[src/rtl/lsb_mem_port_pkg.sv]
// Shared constants and types for the LSB-side memory port: access type
// codes, funct3 encodings, state encoding and the IO space selector.
package lsb_mem_port_pkg;

    localparam logic [6:0] LD_TYPE = 7'b0000011;
    localparam logic [6:0] S_TYPE  = 7'b0100011;

    localparam logic [2:0] F3_B  = 3'b000;
    localparam logic [2:0] F3_H  = 3'b001;
    localparam logic [2:0] F3_W  = 3'b010;
    localparam logic [2:0] F3_BU = 3'b100;
    localparam logic [2:0] F3_HU = 3'b101;

    // IO space starts at 0x30000; the two selector bits come from there
    localparam logic [31:0] IO_BASE     = 32'h0003_0000;
    localparam logic [1:0]  IO_SEL_CODE = IO_BASE[17:16];

    typedef enum logic [1:0] {
        ST_IDLE  = 2'd0,
        ST_LOAD  = 2'd1,
        ST_STORE = 2'd2,
        ST_DONE  = 2'd3
    } state_t;

    // Number of bytes moved by an access of the given funct3
    function automatic logic [2:0] byte_count(input logic [2:0] funct3);
        case (funct3[1:0])
            2'b00:   return 3'd1;
            2'b01:   return 3'd2;
            default: return 3'd4;
        endcase
    endfunction

endpackage

[src/rtl/lsb_mem_port_if.sv]
// Request/response handshake between the LSB (master) and the memory
// port (slave).
interface lsb_mem_port_if #(
    parameter int ADDR_W = 32
);
    logic              in_lsb_ready;
    logic [2:0]        op_in;
    logic [6:0]        instr_type_in;
    logic [ADDR_W-1:0] data_addr_in;
    logic [31:0]       data_in;
    logic              welcome_lsb;
    logic              cache_ready;
    logic [6:0]        cache_instr_type;
    logic [31:0]       cache_data_out;

    modport master (
        output in_lsb_ready, op_in, instr_type_in, data_addr_in, data_in,
        input  welcome_lsb, cache_ready, cache_instr_type, cache_data_out
    );

    modport slave (
        input  in_lsb_ready, op_in, instr_type_in, data_addr_in, data_in,
        output welcome_lsb, cache_ready, cache_instr_type, cache_data_out
    );
endinterface

[src/rtl/lsb_mem_port_load_extend.sv]
// Sign/zero extension of the assembled little-endian load bytes.
module lsb_mem_port_load_extend
    import lsb_mem_port_pkg::*;
(
    input  logic [31:0] result,
    input  logic [2:0]  funct3,
    output logic [31:0] ext
);

    // Select extension by access width and signedness
    always_comb begin
        ext = result;
        case (funct3)
            F3_B:    ext = {{24{result[7]}}, result[7:0]};
            F3_H:    ext = {{16{result[15]}}, result[15:0]};
            F3_BU:   ext = {24'h0, result[7:0]};
            F3_HU:   ext = {16'h0, result[15:0]};
            F3_W:    ext = result;
            default: ext = result;
        endcase
    end

endmodule

[src/rtl/lsb_mem_port.sv]
// Responder for LSB data accesses: serialises one load/store into byte
// transfers on the byte-wide synchronous RAM bus and returns load data
// with a one-cycle completion pulse.
module lsb_mem_port
    import lsb_mem_port_pkg::*;
#(
    parameter int ADDR_W     = 32,
    parameter int IO_SEL_MSB = 17
) (
    input  logic              clk,
    input  logic              rst,
    input  logic              rdy,
    input  logic              rob_clear,
    lsb_mem_port_if.slave     lsb,
    input  logic [7:0]        mem_din,
    output logic [7:0]        mem_dout,
    output logic [ADDR_W-1:0] mem_a,
    output logic              mem_wr,
    input  logic              io_buffer_full
);

    state_t            state_reg, state_next;
    logic [2:0]        op_reg;
    logic [6:0]        type_reg;
    logic [31:0]       data_reg;
    logic [2:0]        cnt_reg, cnt_next;
    logic [ADDR_W-1:0] addr_reg, addr_next;
    logic              clr_reg, clr_next;

    logic [31:0] result;
    logic [31:0] result_ext;
    logic [2:0]  n_bytes;
    logic        accept;
    logic        io_space;
    logic        store_stall;
    logic        load_sample;

    assign n_bytes     = byte_count(op_reg);
    assign accept      = rdy && !rob_clear && lsb.in_lsb_ready && (state_reg == ST_IDLE)
                         && ((lsb.instr_type_in == LD_TYPE) || (lsb.instr_type_in == S_TYPE));
    // addr_reg always holds the byte currently on the bus
    assign io_space    = (addr_reg[IO_SEL_MSB -: 2] == IO_SEL_CODE);
    assign store_stall = io_space && io_buffer_full;
    // In LOAD, count c>0 means byte c-1 is on mem_din this cycle
    assign load_sample = (state_reg == ST_LOAD) && (cnt_reg != 3'd0);

    assign lsb.welcome_lsb      = (state_reg == ST_IDLE) && rdy && rst;
    assign lsb.cache_ready      = (state_reg == ST_DONE) && rdy && !rob_clear && !clr_reg;
    assign lsb.cache_instr_type = (state_reg == ST_DONE) ? type_reg : '0;
    assign lsb.cache_data_out   = ((state_reg == ST_DONE) && (type_reg == LD_TYPE)) ? result_ext : '0;

    assign mem_a    = addr_reg;
    assign mem_wr   = (state_reg == ST_STORE) && rdy && !store_stall;
    assign mem_dout = (state_reg == ST_STORE) ? data_reg[{cnt_reg[1:0], 3'b000} +: 8] : '0;

    // Next-state, byte counter and bus address sequencing
    always_comb begin
        state_next = state_reg;
        cnt_next   = cnt_reg;
        addr_next  = addr_reg;
        clr_next   = clr_reg;
        case (state_reg)
            ST_IDLE: begin
                if (accept) begin
                    state_next = (lsb.instr_type_in == S_TYPE) ? ST_STORE : ST_LOAD;
                    cnt_next   = 3'd0;
                    addr_next  = lsb.data_addr_in;
                    clr_next   = 1'b0;
                end
            end
            ST_LOAD: begin
                if (rob_clear) begin
                    state_next = ST_IDLE;
                end else begin
                    if (cnt_reg < n_bytes) begin
                        cnt_next = cnt_reg + 3'd1;
                        if (cnt_reg < n_bytes - 3'd1) begin
                            addr_next = addr_reg + ADDR_W'(1);
                        end
                    end
                    if (cnt_reg == n_bytes) begin
                        state_next = ST_DONE;
                    end
                end
            end
            ST_STORE: begin
                // A committed store always finishes; a flush only hides its completion
                if (rob_clear) begin
                    clr_next = 1'b1;
                end
                if (!store_stall) begin
                    if (cnt_reg == n_bytes - 3'd1) begin
                        state_next = ST_DONE;
                    end else begin
                        cnt_next  = cnt_reg + 3'd1;
                        addr_next = addr_reg + ADDR_W'(1);
                    end
                end
            end
            ST_DONE: begin
                state_next = ST_IDLE;
            end
            default: state_next = ST_IDLE;
        endcase
    end

    // State and request registers, frozen while rdy is low
    always_ff @(posedge clk or negedge rst) begin
        if (!rst) begin
            state_reg <= ST_IDLE;
            cnt_reg   <= '0;
            addr_reg  <= '0;
            clr_reg   <= 1'b0;
            op_reg    <= '0;
            type_reg  <= '0;
            data_reg  <= '0;
        end else if (rdy) begin
            state_reg <= state_next;
            cnt_reg   <= cnt_next;
            addr_reg  <= addr_next;
            clr_reg   <= clr_next;
            if (accept) begin
                op_reg   <= lsb.op_in;
                type_reg <= lsb.instr_type_in;
                data_reg <= lsb.data_in;
            end
        end
    end

    genvar gi;
    generate
        for (gi = 0; gi < 4; gi++) begin : g_res_byte
            logic [7:0] byte_reg;
            // Capture load byte gi when it appears on mem_din
            always_ff @(posedge clk or negedge rst) begin
                if (!rst) begin
                    byte_reg <= '0;
                end else if (rdy && load_sample && (cnt_reg == 3'(gi + 1))) begin
                    byte_reg <= mem_din;
                end
            end
            assign result[gi*8 +: 8] = byte_reg;
        end
    endgenerate

    lsb_mem_port_load_extend u_load_extend (
        .result (result),
        .funct3 (op_reg),
        .ext    (result_ext)
    );

endmodule

[src/flat_wrapper.sv]
// flat-port wrapper written by rule: the top's interface ports become plain ports
module lsb_mem_port_flat import lsb_mem_port_pkg::*;
#(
    parameter int ADDR_W     = 32,
    parameter int IO_SEL_MSB = 17
)
  (clk, rst, rdy, rob_clear, mem_din, mem_dout, mem_a, mem_wr, io_buffer_full, lsb_in_lsb_ready, lsb_op_in, lsb_instr_type_in, lsb_data_addr_in, lsb_data_in, lsb_welcome_lsb, lsb_cache_ready, lsb_cache_instr_type, lsb_cache_data_out);
  lsb_mem_port_if #(.ADDR_W(ADDR_W)) lsb_i ();
  input  logic clk;
  input  logic rst;
  input  logic rdy;
  input  logic rob_clear;
  input  logic [7:0] mem_din;
  output logic [7:0] mem_dout;
  output logic [ADDR_W-1:0] mem_a;
  output logic mem_wr;
  input  logic io_buffer_full;
  input wire logic [$bits(lsb_i.in_lsb_ready)-1:0] lsb_in_lsb_ready;
  input wire logic [$bits(lsb_i.op_in)-1:0] lsb_op_in;
  input wire logic [$bits(lsb_i.instr_type_in)-1:0] lsb_instr_type_in;
  input wire logic [$bits(lsb_i.data_addr_in)-1:0] lsb_data_addr_in;
  input wire logic [$bits(lsb_i.data_in)-1:0] lsb_data_in;
  output wire logic [$bits(lsb_i.welcome_lsb)-1:0] lsb_welcome_lsb;
  output wire logic [$bits(lsb_i.cache_ready)-1:0] lsb_cache_ready;
  output wire logic [$bits(lsb_i.cache_instr_type)-1:0] lsb_cache_instr_type;
  output wire logic [$bits(lsb_i.cache_data_out)-1:0] lsb_cache_data_out;
  assign lsb_i.in_lsb_ready = lsb_in_lsb_ready;
  assign lsb_i.op_in = lsb_op_in;
  assign lsb_i.instr_type_in = lsb_instr_type_in;
  assign lsb_i.data_addr_in = lsb_data_addr_in;
  assign lsb_i.data_in = lsb_data_in;
  assign lsb_welcome_lsb = lsb_i.welcome_lsb;
  assign lsb_cache_ready = lsb_i.cache_ready;
  assign lsb_cache_instr_type = lsb_i.cache_instr_type;
  assign lsb_cache_data_out = lsb_i.cache_data_out;
  lsb_mem_port #(.ADDR_W(ADDR_W), .IO_SEL_MSB(IO_SEL_MSB)) u_core (.clk(clk), .rst(rst), .rdy(rdy), .rob_clear(rob_clear), .lsb(lsb_i), .mem_din(mem_din), .mem_dout(mem_dout), .mem_a(mem_a), .mem_wr(mem_wr), .io_buffer_full(io_buffer_full));
endmodule
[config.mk]
export PLATFORM = sky130hd
export DESIGN_NAME = lsb_mem_port_flat
export DESIGN_NICKNAME = d
export VERILOG_FILES = /design/src/rtl/lsb_mem_port_pkg.sv /design/src/rtl/lsb_mem_port_if.sv /design/src/rtl/lsb_mem_port_load_extend.sv /design/src/rtl/lsb_mem_port.sv /design/src/flat_wrapper.sv
export SDC_FILE = /design/constraint.sdc
export NUM_CORES = 1
export LEC_CHECK = 0
export BUFFER_PORTS_ARGS = -buffer_cell sky130_fd_sc_hd__clkbuf_2
export CAP_MARGIN = 10
export CORE_ASPECT_RATIO = 0.75
export CORE_MARGIN = 5
export CORE_UTILIZATION = 50
export CTS_BUF_LIST = sky130_fd_sc_hd__clkbuf_4 sky130_fd_sc_hd__clkbuf_8
export DETAILED_ROUTE_END_ITERATION = 12
export PLACE_DENSITY = 0.83
export SYNTH_ARGS = -nofsm -noshare
export SYNTH_HDL_FRONTEND = slang
export SYNTH_SLANG_ARGS = --single-unit
[constraint.sdc]
create_clock -name clk -period 7.4 [get_ports clk]
set_input_delay 1.48 -clock clk [delete_from_list [all_inputs] [get_ports clk]]
set_output_delay 1.48 -clock clk [all_outputs]
set_load 0.01 [all_outputs]
==> impl_metrics.csv <==
group,metric,value,unit
yosys,yosysSeqAreaShare,46.09,%
pwr,p_per_area,345.8,nW/um2
sta,finalHoldViolations,0,
cts,hold_buffers,0,
routing,post_drt_wl_per_cell,18.11,um
sta,final_max_slew_viol_count,0,
sta,post-route-min-period,3.991,ns
status,outcome,"completed",
critical_path,crit_chain,"ha_1, and2_1, and3_1, nand2_1, a21oi_1, clkbuf_2",
critical_path,crit_start,"u_core.state_reg[1]$_DFFE_PN0P_",
critical_path,reg2reg_from,"u_core.op_reg[1]$_DFFE_PN0P_",
cts,cts_tree,"yes",
sta,rsz0062_at_grt,"false",
global_route,grt_remaining_overflow,0,
cts,cts_setup_buffers,0,
critical_path,crit_family,"simple AND/OR/NAND/NOR gates",
placed_design,gp_congestion,0.9031,
die,die_y,105.5,um
routing,postRouteAntennaNets,0,
sta,max_freq,250.6,MHz
cts,htree_levels,3,
yosys,async_flop_share,100.0,%
sta,relSlewSlack,28.22,%
yosys,synth_edf_count,0,
cts,cts_buffers,9,
die,die_x,137.3,um
critical_path,arrival,2.51,ns
sta,setup_viol,0,
sta,finClkSkew,0.009319,ns
cells_and_area,fin_cells,912,
yosys,syn_avg_cell_area,10.19,um2
yosys,synth_warnings,0,
global_route,antenna_found_initial,0,
routing,dr.pass1.iters,5,
placed_design,placed_cells,897,
yosys,synth_ff_type,"dfrtp_1",
global_route,grt_use_total,23.06,%
placed_design,hpwl,12290,um
cells_and_area,fin_nets,853,
cts,cts-root-buf,"clkbuf_8",
cells_and_area,syn_to_final_growth,19.01,%
die,initial_core_util,51.79,%
sta,fin_tns_setup,0,ns
cts,clock-sinks,112,
critical_path,cp_max_fo,16,
critical_path,reg2reg_to,"u_core.mem_a[12]$_DFFE_PN0P_",
cells_and_area,multi_input_comb_area,3027,um2
routing,wl,16520,um
cells_and_area,fillCellCount,996,
cells_and_area,antenna-diode-count,0,
cells_and_area,final-seq-area,2803,um2
routing,initialDrtViolationCount,414,
placed_design,port_buffers,169,
yosys,syn_nets,704,
die,ios,170,
routing,vias,5292,
cts,cts.clk_slew.worst_paths,0.10,ns
global_route,grt_max_degree,91,
routing,drc,0,
routing,viasPerCell,5.803,
pwr,peakVddDrop,276.0,uV
critical_path,r2r_slack,3.47,ns
critical_path,reg2regPathDepth,9,
hold_path,min-delay-start,"u_core.type_reg[0]$_DFFE_PN0P_",
critical_path,crit_path_end_kind,"output port",
placed_design,place_area,7019,um2
hold_path,min_to,"u_core.type_reg[0]$_DFFE_PN0P_",
critical_path,crit_type,"flop to output port",
pwr,power_leakage,0.003542,uW
cts,clk_path_buf_depth,2,
die,row_count,34,
die,dieArea,14490,um2
critical_path,max_stage_delay,0.41,ns
yosys,synth_cell_types,48,
yosys,netlist_area,6081,um2
cells_and_area,layout-drive-gt1-share,35.20,%
global_route,grt_pass1_wl,26900,um
yosys,syn_inst,597,
cts,cts_resized,0,
critical_path,cp.required,5.92,ns
cts,clock_latency,0.36,ns
die,core_area,11740,um2
critical_path,crit_slowest_cell,"dfrtp_1",
cells_and_area,post-route-cell-area,7237,um2
job,drv_cap,0,
sta,worst_pin_slew,1.077,ns
hold_path,hold_path_depth,1,
hold_path,min_path_type,"flop to flop",
global_route,grt_pass1_vias,5393,
yosys,ys_ff_latch,112,
critical_path,cp-start-kind,"flop",
critical_path,crit_buf_inv,1,
sta,period_share,53.93,%
[layout by cell type (no fill, tap or decap), types with 5 or more instances in the layout]
cell type / Yosys / final
mux2_2: 61 / 61
a21oi_1: 69 / 69
dfrtp_1: 112 / 112
a2bb2oi_1: 11 / 11
o21ai_0: 32 / 32
inv_1: 28 / 28
nand4_1: 17 / 17
buf_4: 2 / 5
ha_1: 19 / 18
clkbuf_2: 0 / 168
and2_1: 31 / 31
o31ai_1: 8 / 8
nand2_1: 54 / 54
and3_1: 9 / 9
mux4_2: 8 / 8
clkbuf_8: 0 / 9
o22ai_1: 16 / 16
nor2_1: 9 / 9
nand3_1: 27 / 27
[layer usage]
metal	global-route usage (%)	part of all wire [%]
met1	31.41	43
met2	36.84	48
met3	5.429	6.9
met4	6.838	1.8
met5	0	0
[area by class of cell]
cell class                      count  share of cell area [%]
Tap cell                          162                   2.801
Multi-Input combinational cell    421                   41.82
Inverter                           29                   1.504
Sequential cell                   112                   38.73
Clock inverter                      6                   1.297
Clock buffer                        9                   1.712
Timing Repair Buffer              173                   12.14
[Yosys cell counts (8+ instances only)]
| library cell | instances | share of area (%) |
|---|---|---|
| mux4_2 | 8 | 3.0 |
| nor2_1 | 9 | 0.56 |
| nand3_1 | 27 | 2.2 |
| o21ai_0 | 32 | 2.6 |
| and3_1 | 9 | 0.93 |
| nand2_1 | 54 | 3.3 |
| a2bb2oi_1 | 11 | 1.6 |
| dfrtp_1 | 112 | 46 |
| o22ai_1 | 16 | 1.6 |
| nand4_1 | 17 | 1.7 |
| clkbuf_1 | 27 | 1.7 |
| and2_1 | 31 | 3.2 |
| mux2_2 | 61 | 11 |
| o31ai_1 | 8 | 0.99 |
| a21oi_1 | 69 | 5.7 |
| inv_1 | 28 | 1.7 |
| ha_1 | 19 | 3.9 |
[report_power, final]
part	switching, uW	internal (uW)	total (uW)
registers	219	797	1020
clock network	210	192	402
logic	641	443	1080
[logic make-up (layout without fill, tap and decap cells)]
logic type	Yosys count	in the layout	share of synthesized area (%)
simple gates	175	175	16.01
compound gates	153	153	14.75
flops	112	112	46.09
mux	73	73	14.92
buf+inv	64	217	4.177
fa+ha+maj	19	19	3.909
xor+xnor	1	1	0.1441
[through the flow]
stage	util [%]	hold slack, ns	worst slack, ns	total power (uW)
after floorplan	-	0.4252	3.855	1773
after global placement	59.78	0.4427	3.573	2033
after detailed placement	59.78	0.4554	3.518	2099
after CTS	61.64	0.4815	3.380	2504
after global routing	61.64	0.5017	3.106	2694
final	61.64	0.4840	3.409	2502
[worst max-delay path by stage]
stage / slack, ns / cells past startpoint / to
final: 3.41 / 6 / lsb_cache_data_out[29]
after global routing: 3.11 / 9 / u_core.mem_a[25]$_DFFE_PN0P_
after CTS: 3.38 / 6 / lsb_cache_data_out[29]
after detailed placement: 3.52 / 9 / u_core.mem_a[12]$_DFFE_PN0P_
after global placement: 3.57 / 3 / lsb_welcome_lsb
after floorplan: 3.85 / 3 / lsb_cache_ready
(Power assumes the default switching activity.)
